--- src/rtl/instr_encoder.sv ---
// rtl/instr_encoder.sv - descriptor-to-MIPS-word encoder that streams a session of instructions into IMEM
module instr_encoder #(
  parameter int DEPTH = 1024
) (
  input  logic        clk,
  input  logic        rst_n,
  input  logic        start,
  input  logic [9:0]  base_addr,
  input  logic        in_valid,
  output logic        in_ready,
  input  logic        in_last,
  input  logic [3:0]  in_class,
  input  logic [5:0]  in_op,
  input  logic [4:0]  in_rs,
  input  logic [4:0]  in_rt,
  input  logic [4:0]  in_rd,
  input  logic [4:0]  in_shamt,
  input  logic [15:0] in_imm,
  input  logic [25:0] in_index,
  output logic        imem_we,
  output logic [9:0]  imem_addr,
  output logic [31:0] imem_wdata,
  output logic        done,
  output logic        full,
  output logic        err,
  output logic [10:0] count
);

  localparam logic [9:0] LAST_ADDR = 10'(DEPTH - 1);

  typedef enum logic [1:0] {IDLE, RUN, DONE} state_t;

  state_t      state;
  logic [9:0]  ptr;
  logic [31:0] enc;
  logic        legal;
  logic        accept;
  logic        at_top;

  assign accept = in_valid && in_ready;
  assign at_top = (ptr == LAST_ADDR);

  always_comb begin
    legal = 1'b1;
    enc   = 32'h0000_0000;
    case (in_class)
      4'd0:  enc = {6'b000000, in_rs, in_rt, in_rd, in_shamt, in_op};
      4'd1:  enc = {6'b000010, in_index};
      4'd2:  enc = {6'b000011, in_index};
      4'd3:  enc = {6'b000000, in_rs, 15'b0, 6'b001000};
      4'd4:  enc = {6'b100000, in_rs, in_rt, in_imm};
      4'd5:  enc = {6'b100011, in_rs, in_rt, in_imm};
      4'd6:  enc = {6'b101000, in_rs, in_rt, in_imm};
      4'd7:  enc = {6'b101011, in_rs, in_rt, in_imm};
      4'd8:  enc = {6'b000100, in_rs, in_rt, in_imm};
      4'd9:  enc = {6'b000101, in_rs, in_rt, in_imm};
      4'd10: begin
        // opcodes 0-7 collide with R/J/branch space and 32+ with memory ops
        enc   = {in_op, in_rs, in_rt, in_imm};
        legal = !((in_op[5:3] == 3'b000) || in_op[5]);
      end
      4'd11: enc = 32'h0000_0000;
      default: legal = 1'b0;
    endcase
  end

  always_ff @(posedge clk or negedge rst_n) begin
    if (!rst_n) begin
      state      <= IDLE;
      in_ready   <= 1'b0;
      imem_we    <= 1'b0;
      imem_addr  <= 10'd0;
      imem_wdata <= 32'h0000_0000;
      done       <= 1'b0;
      full       <= 1'b0;
      err        <= 1'b0;
      count      <= 11'd0;
      ptr        <= 10'd0;
    end else begin
      imem_we <= 1'b0;
      case (state)
        IDLE, DONE: begin
          if (start) begin
            state    <= RUN;
            in_ready <= 1'b1;
            ptr      <= base_addr;
            count    <= 11'd0;
            done     <= 1'b0;
            full     <= 1'b0;
            err      <= 1'b0;
          end
        end
        RUN: begin
          if (accept) begin
            if (legal) begin
              imem_we    <= 1'b1;
              imem_addr  <= ptr;
              imem_wdata <= enc;
              count      <= count + 11'd1;
              // the pointer parks at the top word instead of wrapping
              if (at_top) full <= 1'b1;
              else        ptr  <= ptr + 10'd1;
            end else begin
              err <= 1'b1;
            end
            if (in_last || (legal && at_top)) begin
              state    <= DONE;
              done     <= 1'b1;
              in_ready <= 1'b0;
            end
          end
        end
        default: begin
          state    <= IDLE;
          in_ready <= 1'b0;
        end
      endcase
    end
  end

endmodule

--- config.mk ---
export PLATFORM = sky130hd
export DESIGN_NAME = instr_encoder
export DESIGN_NICKNAME = d
export VERILOG_FILES = /design/src/rtl/instr_encoder.sv
export SDC_FILE = /design/constraint.sdc
export NUM_CORES = 1
export LEC_CHECK = 0
export ABC_AREA = 1
export CAP_MARGIN = 40
export CORE_MARGIN = 2
export CORE_UTILIZATION = 45
export DETAILED_ROUTE_END_ITERATION = 10
export DONT_BUFFER_PORTS = 1
export GPL_TIMING_DRIVEN = 0
export SYNTH_ARGS = -nofsm -noshare
export SYNTH_HDL_FRONTEND = slang
export SYNTH_SLANG_ARGS = --single-unit
--- constraint.sdc ---
create_clock -name clk -period 1.4 [get_ports clk]
set_input_delay 0.14 -clock clk [delete_from_list [all_inputs] [get_ports clk]]
set_output_delay 0.14 -clock clk [all_outputs]
set_load 0.05 [all_outputs]
==> qor.txt, run 1 <==
outcome: finished, violations left
failing checks: negative hold slack, negative setup slack
r2r setup slk: -0.09 ns
ANT nets after route: 0
number of top-level pins: 145
maximum number of pins on one net before global-route repair: 71
count of inserted antenna diode cells: 0
Min Clock Period, post-route: 1.488 ns
met2 GRT Util: 38.81%
overall routing resource usage: 23.66%
part of the power in registers: 50.8%
Fillers: 720
worst-case headroom to the max-slew limit: 58.85%
slowest CP cell: sky130_fd_sc_hd__dfrtp_2
via count normalized by instance count: 5.248
router iterations before antenna repair: 4
post-route DRC violation count: 0
DR WL/cell: 16.30 um
site row count: 33
beginning of the worst register-to-register path: in_ready
Storage cell area: 1772 um2
f_max: 0.6722 GHz
R2R depth: 10
Critical Setup Path Class: flip-flop to flip-flop
pre-CTS worst setup slack: -0.2676 ns
arrival time at the worst endpoint: 1.71 ns
sort of element at the start of the critical path: flip-flop
H-tree depth: 3
Horiz. Die Dim: 95.97 um
proportion of layout cells with a drive suffix above 1: 26.91%
clock tree from TritonCTS: yes
final setup TNS: -2.377 ns
height of the chip: 95.97 um
Least-Margin Pin Slew: 0.6172 ns
number of global-route vias before repair: 3431
CP startpoint: in_ready
fin. max-slew vios: 0
Hold/Removal Path Class: input port to async pin
Placement Cell Area: 3994 um2
most repeated library cell on the critical path: sky130_fd_sc_hd__nand2_4
final instance count without filler cells: 681
Int Pwr: 5.260 mW
reg2reg end: imem_wdata[21]
share of the yosys chip area belonging to registers: 46.02%
post-synthesis sequential element count: 70
Hold Violations, Final: 70
port bufs: 0
wire length of the first global-routing pass: 16.67 mm
number of nets in the layout: 660
global-route met1 utilization: 29.55%
Net Switching: 5.698 mW
Final period util: 106.3%
Clk Latency, worst-skew pair: 0.35 ns
total vias in the final route: 3574
highest ir drop seen on vdd: 1318 uV
final worst clock skew: 0.01205 ns
Placed Instances: 618
Post-Syn Nets: 602
number of antenna violations at the first check in global routing: 0
Global Route met3 Usage: 6.969%
min setup slack post-route: -0.08767 ns
Final Util: 61.31%
area inside the core boundary: 8217 um2
Clock Power Share: 15.4%
HPWL after DPL: 7.469 mm
longest individual stage delay on the worst path: 0.53 ns
proportion of power drawn by combinational gates: 33.8%
CTS clock-pin slew for the worst setup and hold paths: 0.08 ns
grt ovf: 0
Num CTS Buffers: 9
total die area: 9209 um2
Area Overhead vs Synth: 32.35%
critical-path cell list: nand2_2 > inv_2 > nand2_4 > inv_4 > nand2_4 > buf_12 > inv_8 > buf_6 > o211ai_1 > nand2_1
grt peak-use layer: met2
power density of the placed cells: 2175 nW/um2
total of max-cap violations: 0
Clk Tree Root Cell: sky130_fd_sc_hd__clkbuf_8
proportion of total power due to net switching: 52.00%
Leakage: 2.518 nW
drt total wl: 11.10 mm
unrepaired setup endpoints after global routing: yes
final estimated routing congestion in global placement: 0.8688
mapped cell area: 3806 um2
initial cell density of the core: 46.32%
capturing element of the worst setup path: imem_wdata[21]
critical path peak fanout: 8
clk sink count: 70
syn_area_per_cell: 7.419 um2
Worst Path Required: 1.62 ns
fin area: 5037 um2
drt first-iter violations: 120
count of different cell masters after synthesis: 33
area used by multi-input combinational logic: 2123 um2
Worst Setup End Kind: flip-flop
synthesized netlist cell count: 513
maximum count of clock buffers along a single path: 2
Yosys Warn Count: 0
Min Hold Slack: -0.5225 ns
Setup Viol. Count Final: 53
-- flip-flops by register name, summed over array words and instances, names as in the netlist --
name and count:
ptr 10, in_ready 1, imem_addr 10, err 1
state 2, full 1, imem_we 1, done 1
count 11, imem_wdata 32
-- area by class of cell --
cell class	count	share of cell area, %
multi-input cells	384	42.15
flip-flops and latches	70	35.17
repair buffers	47	9.016
inverters	41	3.577
plain buffers	18	3.477
clock buffers	13	3.154
well taps	105	2.608
clock inverters	3	0.8445
-- metrics by stage --
| stage | power (mW) | hold slack, ns |
|---|---|---|
| finish | 10.96 | -0.5225 |
| global route | 11.62 | -0.5459 |
| CTS | 10.45 | -0.5353 |
| detailed placement | 8.107 | -0.1538 |
| global placement | 8.025 | -0.1540 |
| floorplan | 7.359 | -0.1556 |
-- repair_timing --
action | CTS | global route
setup endpoints to repair | 69 | 69
pin swaps | 20 | 24
hold endpoints to repair | 93 | 74
hold buffers | 22 | 4
gates resized for setup | 56 | 85
cloned | 3 | 0
setup buffers | 15 | 3
-- power by group through the flow --
stage	Sequential (mW)	Clock, mW	Combinational (mW)
3_5_place_dp	5.55	0	2.56
4_1_cts	5.53	1.72	3.19
6_report	5.56	1.69	3.70
2_1_floorplan	5.33	0	2.03
5_1_grt	5.67	1.82	4.13
3_3_place_gp	5.52	0	2.50
-- worst max-delay path, delay by kind of cell (launching register included) --
kind / cells / cell delay [ns]
and+or+nand+nor: 4 / 0.36
buffers and inverters: 5 / 0.40
AOI/OAI and AO/OA: 1 / 0.08
DFF: 1 / 0.53
-- layout by cell type, fill, tap and decap left out, types with 3 or more instances in the layout --
cell type / netlist / layout
sky130_fd_sc_hd__nor2_1: 25 / 20
sky130_fd_sc_hd__buf_2: 7 / 3
sky130_fd_sc_hd__clkbuf_8: 0 / 11
sky130_fd_sc_hd__nand2_1: 214 / 176
sky130_fd_sc_hd__o21ai_1: 20 / 28
sky130_fd_sc_hd__inv_1: 35 / 28
sky130_fd_sc_hd__nand2_4: 2 / 14
sky130_fd_sc_hd__dfrtp_2: 0 / 7
sky130_fd_sc_hd__clkbuf_1: 4 / 4
sky130_fd_sc_hd__dfrtp_4: 0 / 3
sky130_fd_sc_hd__o21ai_0: 32 / 13
sky130_fd_sc_hd__inv_2: 4 / 9
sky130_fd_sc_hd__nor2_4: 1 / 5
sky130_fd_sc_hd__o21ai_2: 0 / 11
sky130_fd_sc_hd__xor2_1: 6 / 6
sky130_fd_sc_hd__dfrtp_1: 70 / 60
sky130_fd_sc_hd__buf_8: 0 / 4
sky130_fd_sc_hd__buf_4: 2 / 17
sky130_fd_sc_hd__nand3_2: 2 / 10
sky130_fd_sc_hd__nand2_2: 3 / 29
sky130_fd_sc_hd__nand3_1: 31 / 22
sky130_fd_sc_hd__o21a_1: 7 / 7
sky130_fd_sc_hd__buf_6: 4 / 7
sky130_fd_sc_hd__dlygate4sd3_1: 0 / 26
sky130_fd_sc_hd__o211ai_1: 6 / 6
sky130_fd_sc_hd__a21oi_1: 15 / 14
sky130_fd_sc_hd__buf_12: 0 / 3
-- layer usage --
layer / wire length (um) / vias to the layer above
met5: 0 / -
met4: 108 / 0
met3: 935 / 11
met2: 5434 / 139
met1: 4624 / 1646
li1: - / 1778
-- Yosys cell counts --
master | count | area, um2
sky130_fd_sc_hd__nor2_8 | 1 | 20.02
sky130_fd_sc_hd__nand4_1 | 2 | 12.51
sky130_fd_sc_hd__a21oi_4 | 1 | 16.27
sky130_fd_sc_hd__inv_1 | 35 | 131.4
sky130_fd_sc_hd__dfrtp_1 | 70 | 1752
sky130_fd_sc_hd__buf_4 | 2 | 15.01
sky130_fd_sc_hd__inv_2 | 4 | 15.01
sky130_fd_sc_hd__a21oi_1 | 15 | 75.07
sky130_fd_sc_hd__xor2_1 | 6 | 52.55
sky130_fd_sc_hd__clkbuf_1 | 4 | 15.01
sky130_fd_sc_hd__clkinv_1 | 2 | 7.510
sky130_fd_sc_hd__buf_6 | 4 | 45.04
sky130_fd_sc_hd__a22o_1 | 1 | 8.760
sky130_fd_sc_hd__buf_1 | 1 | 3.750
sky130_fd_sc_hd__ha_1 | 2 | 25.02
sky130_fd_sc_hd__nor2_1 | 25 | 93.84
sky130_fd_sc_hd__nor3_1 | 2 | 10.01
sky130_fd_sc_hd__o31ai_1 | 4 | 30.03
sky130_fd_sc_hd__o21ai_1 | 20 | 100.1
sky130_fd_sc_hd__nand3_2 | 2 | 20.02
sky130_fd_sc_hd__nand3_1 | 31 | 155.2
sky130_fd_sc_hd__buf_2 | 7 | 35.03
sky130_fd_sc_hd__o21a_1 | 7 | 52.55
sky130_fd_sc_hd__nand2_4 | 2 | 22.52
sky130_fd_sc_hd__nand2_2 | 3 | 18.77
sky130_fd_sc_hd__or2_2 | 1 | 6.260
sky130_fd_sc_hd__nor2_4 | 1 | 11.26
sky130_fd_sc_hd__nand2_1 | 214 | 803.3
sky130_fd_sc_hd__o21ai_0 | 32 | 160.2
sky130_fd_sc_hd__nand3b_1 | 2 | 15.01
sky130_fd_sc_hd__a22oi_1 | 2 | 15.01
sky130_fd_sc_hd__o211ai_1 | 6 | 45.04
sky130_fd_sc_hd__o2111ai_1 | 2 | 17.52
-- kinds of logic after synthesis --
group | Yosys count | share of synthesized area (%)
adders and majority gates | 2 | 0.6574
buffers and inverters | 59 | 7.034
and+or+nand+nor | 286 | 31.23
xor gates and xnor gates | 6 | 1.381
DFF | 70 | 46.02
AOI/OAI and AO/OA | 90 | 13.68
-- worst min path at each step --
stage,start,endpoint,slack (ns)
after floorplan,rst_n,count[0],-0.16
after global placement,rst_n,imem_wdata[17],-0.15
after detailed placement,rst_n,imem_wdata[23],-0.15
after CTS,rst_n,imem_wdata[23],-0.54
after global routing,rst_n,imem_wdata[22],-0.55
final,rst_n,imem_wdata[23],-0.52
No activity file was read; power rests on OpenSTA's default activity.
==> run 2: changes to the inputs <==
--- a/config.mk
+++ b/config.mk
@@ -7,7 +7,6 @@
 export LEC_CHECK = 0
 export ABC_AREA = 1
 export CAP_MARGIN = 40
-export CORE_MARGIN = 2
 export CORE_UTILIZATION = 45
 export DETAILED_ROUTE_END_ITERATION = 10
 export DONT_BUFFER_PORTS = 1
==> run 2 against run 1 <==
The run still ends with negative hold slack, negative setup slack left; largest cell class unchanged; global-route usage is 1.3 points higher; clock-buffer cell count is 2 lower; utilization is 1.5 points lower; via count is 2.9% higher; critical endpoint is now imem_wdata[22]; critical path type unchanged.
==> qor.txt, run 2 (synthesis gave the netlist of run 1 again) <==
power density of the placed cells: 2184 nW/um2
stages on the worst setup path: 10
sort of element at the start of the critical path: flip-flop
Area Overhead vs Synth: 29.06%
wire length of the first global-routing pass: 16.97 mm
grt ovf: 0
number of top-level pins: 145
fin. max-slew vios: 0
Horiz. Die Dim: 93.97 um
unrepaired setup endpoints after global routing: yes
number of antenna violations at the first check in global routing: 0
Int Pwr: 5.148 mW
initial cell density of the core: 46.32%
H-tree depth: 3
fin area: 4912 um2
drt total wl: 11.03 mm
number of nets in the layout: 661
f_max: 0.6749 GHz
min setup slack post-route: -0.08166 ns
height of the chip: 93.97 um
drt first-iter violations: 118
longest individual stage delay on the worst path: 0.53 ns
total die area: 8829 um2
Placement Cell Area: 3994 um2
Clk Tree Root Cell: sky130_fd_sc_hd__clkbuf_8
maximum count of clock buffers along a single path: 2
area inside the core boundary: 8217 um2
Total Power Consumption: 10.73 mW
Placed Instances: 618
critical path peak fanout: 5
pre-CTS worst setup slack: -0.2554 ns
final instance count without filler cells: 681
part of the power in registers: 51.6%
site row count: 33
critical-path cell list: nand2_2 > inv_2 > nand2_4 > inv_4 > nand2_4 > buf_8 > inv_6 > buf_6 > o211ai_1 > nand2_1
proportion of layout cells with a drive suffix above 1: 23.44%
Worst path top cell family by delay: flip-flops
Final period util: 105.8%
Setup Viol. Count Final: 56
clk sink count: 70
proportion of power drawn by combinational gates: 33.3%
CTS clock-pin slew for the worst setup and hold paths: 0.08 ns
Critical Setup Path Class: flip-flop to flip-flop
Clk Latency, worst-skew pair: 0.34 ns
Num CTS Buffers: 9
R2R depth: 10
total of max-cap violations: 0
port bufs: 0
max FFs per register: 32
clock tree from TritonCTS: yes
outcome: finished, violations left
overall routing resource usage: 24.93%
maximum number of pins on one net before global-route repair: 71
HPWL after DPL: 7.231 mm
total of hold buffers inserted after clock tree synthesis: 24
area used by multi-input combinational logic: 2033 um2
Net Switching: 5.581 mW
biggest regs: imem_wdata x32, count x11
ANT nets after route: 0
DR WL/cell: 16.19 um
Most flops, register: imem_wdata
Fillers: 755
slowest CP cell: sky130_fd_sc_hd__dfrtp_2
post-route DRC violation count: 0
router iterations before antenna repair: 5
Leakage: 2.433 nW
number of global-route vias before repair: 3559
Storage cell area: 1775 um2
most common cell after layout, fill and taps aside: sky130_fd_sc_hd__nand2_1
Min Clock Period, post-route: 1.482 ns
Min Hold Slack: -0.5105 ns
number of buffers and inverters on the critical path: 5
proportion of total power due to net switching: 52.02%
Hold/Removal Path Class: input port to async pin
final estimated routing congestion in global placement: 0.8642
worst-case headroom to the max-slew limit: 59.03%
count of inserted antenna diode cells: 0
most repeated library cell on the critical path: sky130_fd_sc_hd__nand2_4
failing checks: negative hold slack, negative setup slack
Final Util: 59.78%
Worst Path Required: 1.62 ns
final worst clock skew: 0.005229 ns
Hold Violations, Final: 70
Worst Setup End Kind: flip-flop
Least-Margin Pin Slew: 0.6145 ns
via count normalized by instance count: 5.399
most frequent cells in the layout: 193 x sky130_fd_sc_hd__nand2_1, 59 x sky130_fd_sc_hd__dfrtp_1, 29 x sky130_fd_sc_hd__inv_1
arrival time at the worst endpoint: 1.71 ns
highest ir drop seen on vdd: 1536 uV
total vias in the final route: 3677
Clock Power Share: 15.1%
[run 2: area by class of cell]
class                   count  share of cell area, %
flip-flops and latches     70                  36.14
plain buffers              18                  3.311
well taps                 105                  2.674
repair buffers             48                  9.297
clock inverters             4                 0.9679
inverters                  41                  3.337
clock buffers              11                  2.878
multi-input cells         384                  41.39
[run 2: path summary, 6_finish.rpt]
check,startpoint,endpoint,slack [ns]
setup / recovery,in_ready,imem_wdata[22],-0.08
min in group clk,in_class[2],imem_wdata[28],0.02
hold / removal,rst_n,imem_wdata[23],-0.51
max in group asynchronous,rst_n,count[0],1.78
setup reg to reg,in_ready,imem_wdata[22],-0.08
hold reg to reg,ptr[9],ptr[9],0.56
[run 2: what timing repair did]
action | CTS | global route
hold endpoints to repair | 94 | 70
setup endpoints to repair | 69 | 69
cloned | 4 | 0
buffers inserted | 15 | 5
gates resized for setup | 46 | 62
pin swaps | 24 | 17
[run 2: power by group through the flow]
stage	Clock (mW)	Sequential, mW	Combinational, mW
floorplan	0	5.33	2.03
global placement	0	5.51	2.51
detailed placement	0	5.53	2.57
CTS	1.67	5.49	3.22
global route	1.75	5.64	3.96
finish	1.62	5.54	3.57
[run 2: metal layers]
| layer | track usage (%) | up-vias | share of wire [%] |
|---|---|---|---|
| li1 | - | 1774 | - |
| met2 | 42.70 | 131 | 50 |
| met5 | 0 | - | 0 |
| met3 | 7.929 | 12 | 6.9 |
| met1 | 29.01 | 1760 | 41 |
| met4 | 9.359 | 0 | 1.6 |
[run 2: stage by stage]
step / setup TNS, ns / hold slack (ns)
after floorplan: -0.001107 / -0.1556
after global placement: -10.05 / -0.1543
after detailed placement: -11.40 / -0.1541
after CTS: -3.092 / -0.5286
after global routing: -7.996 / -0.5415
final: -3.105 / -0.5105
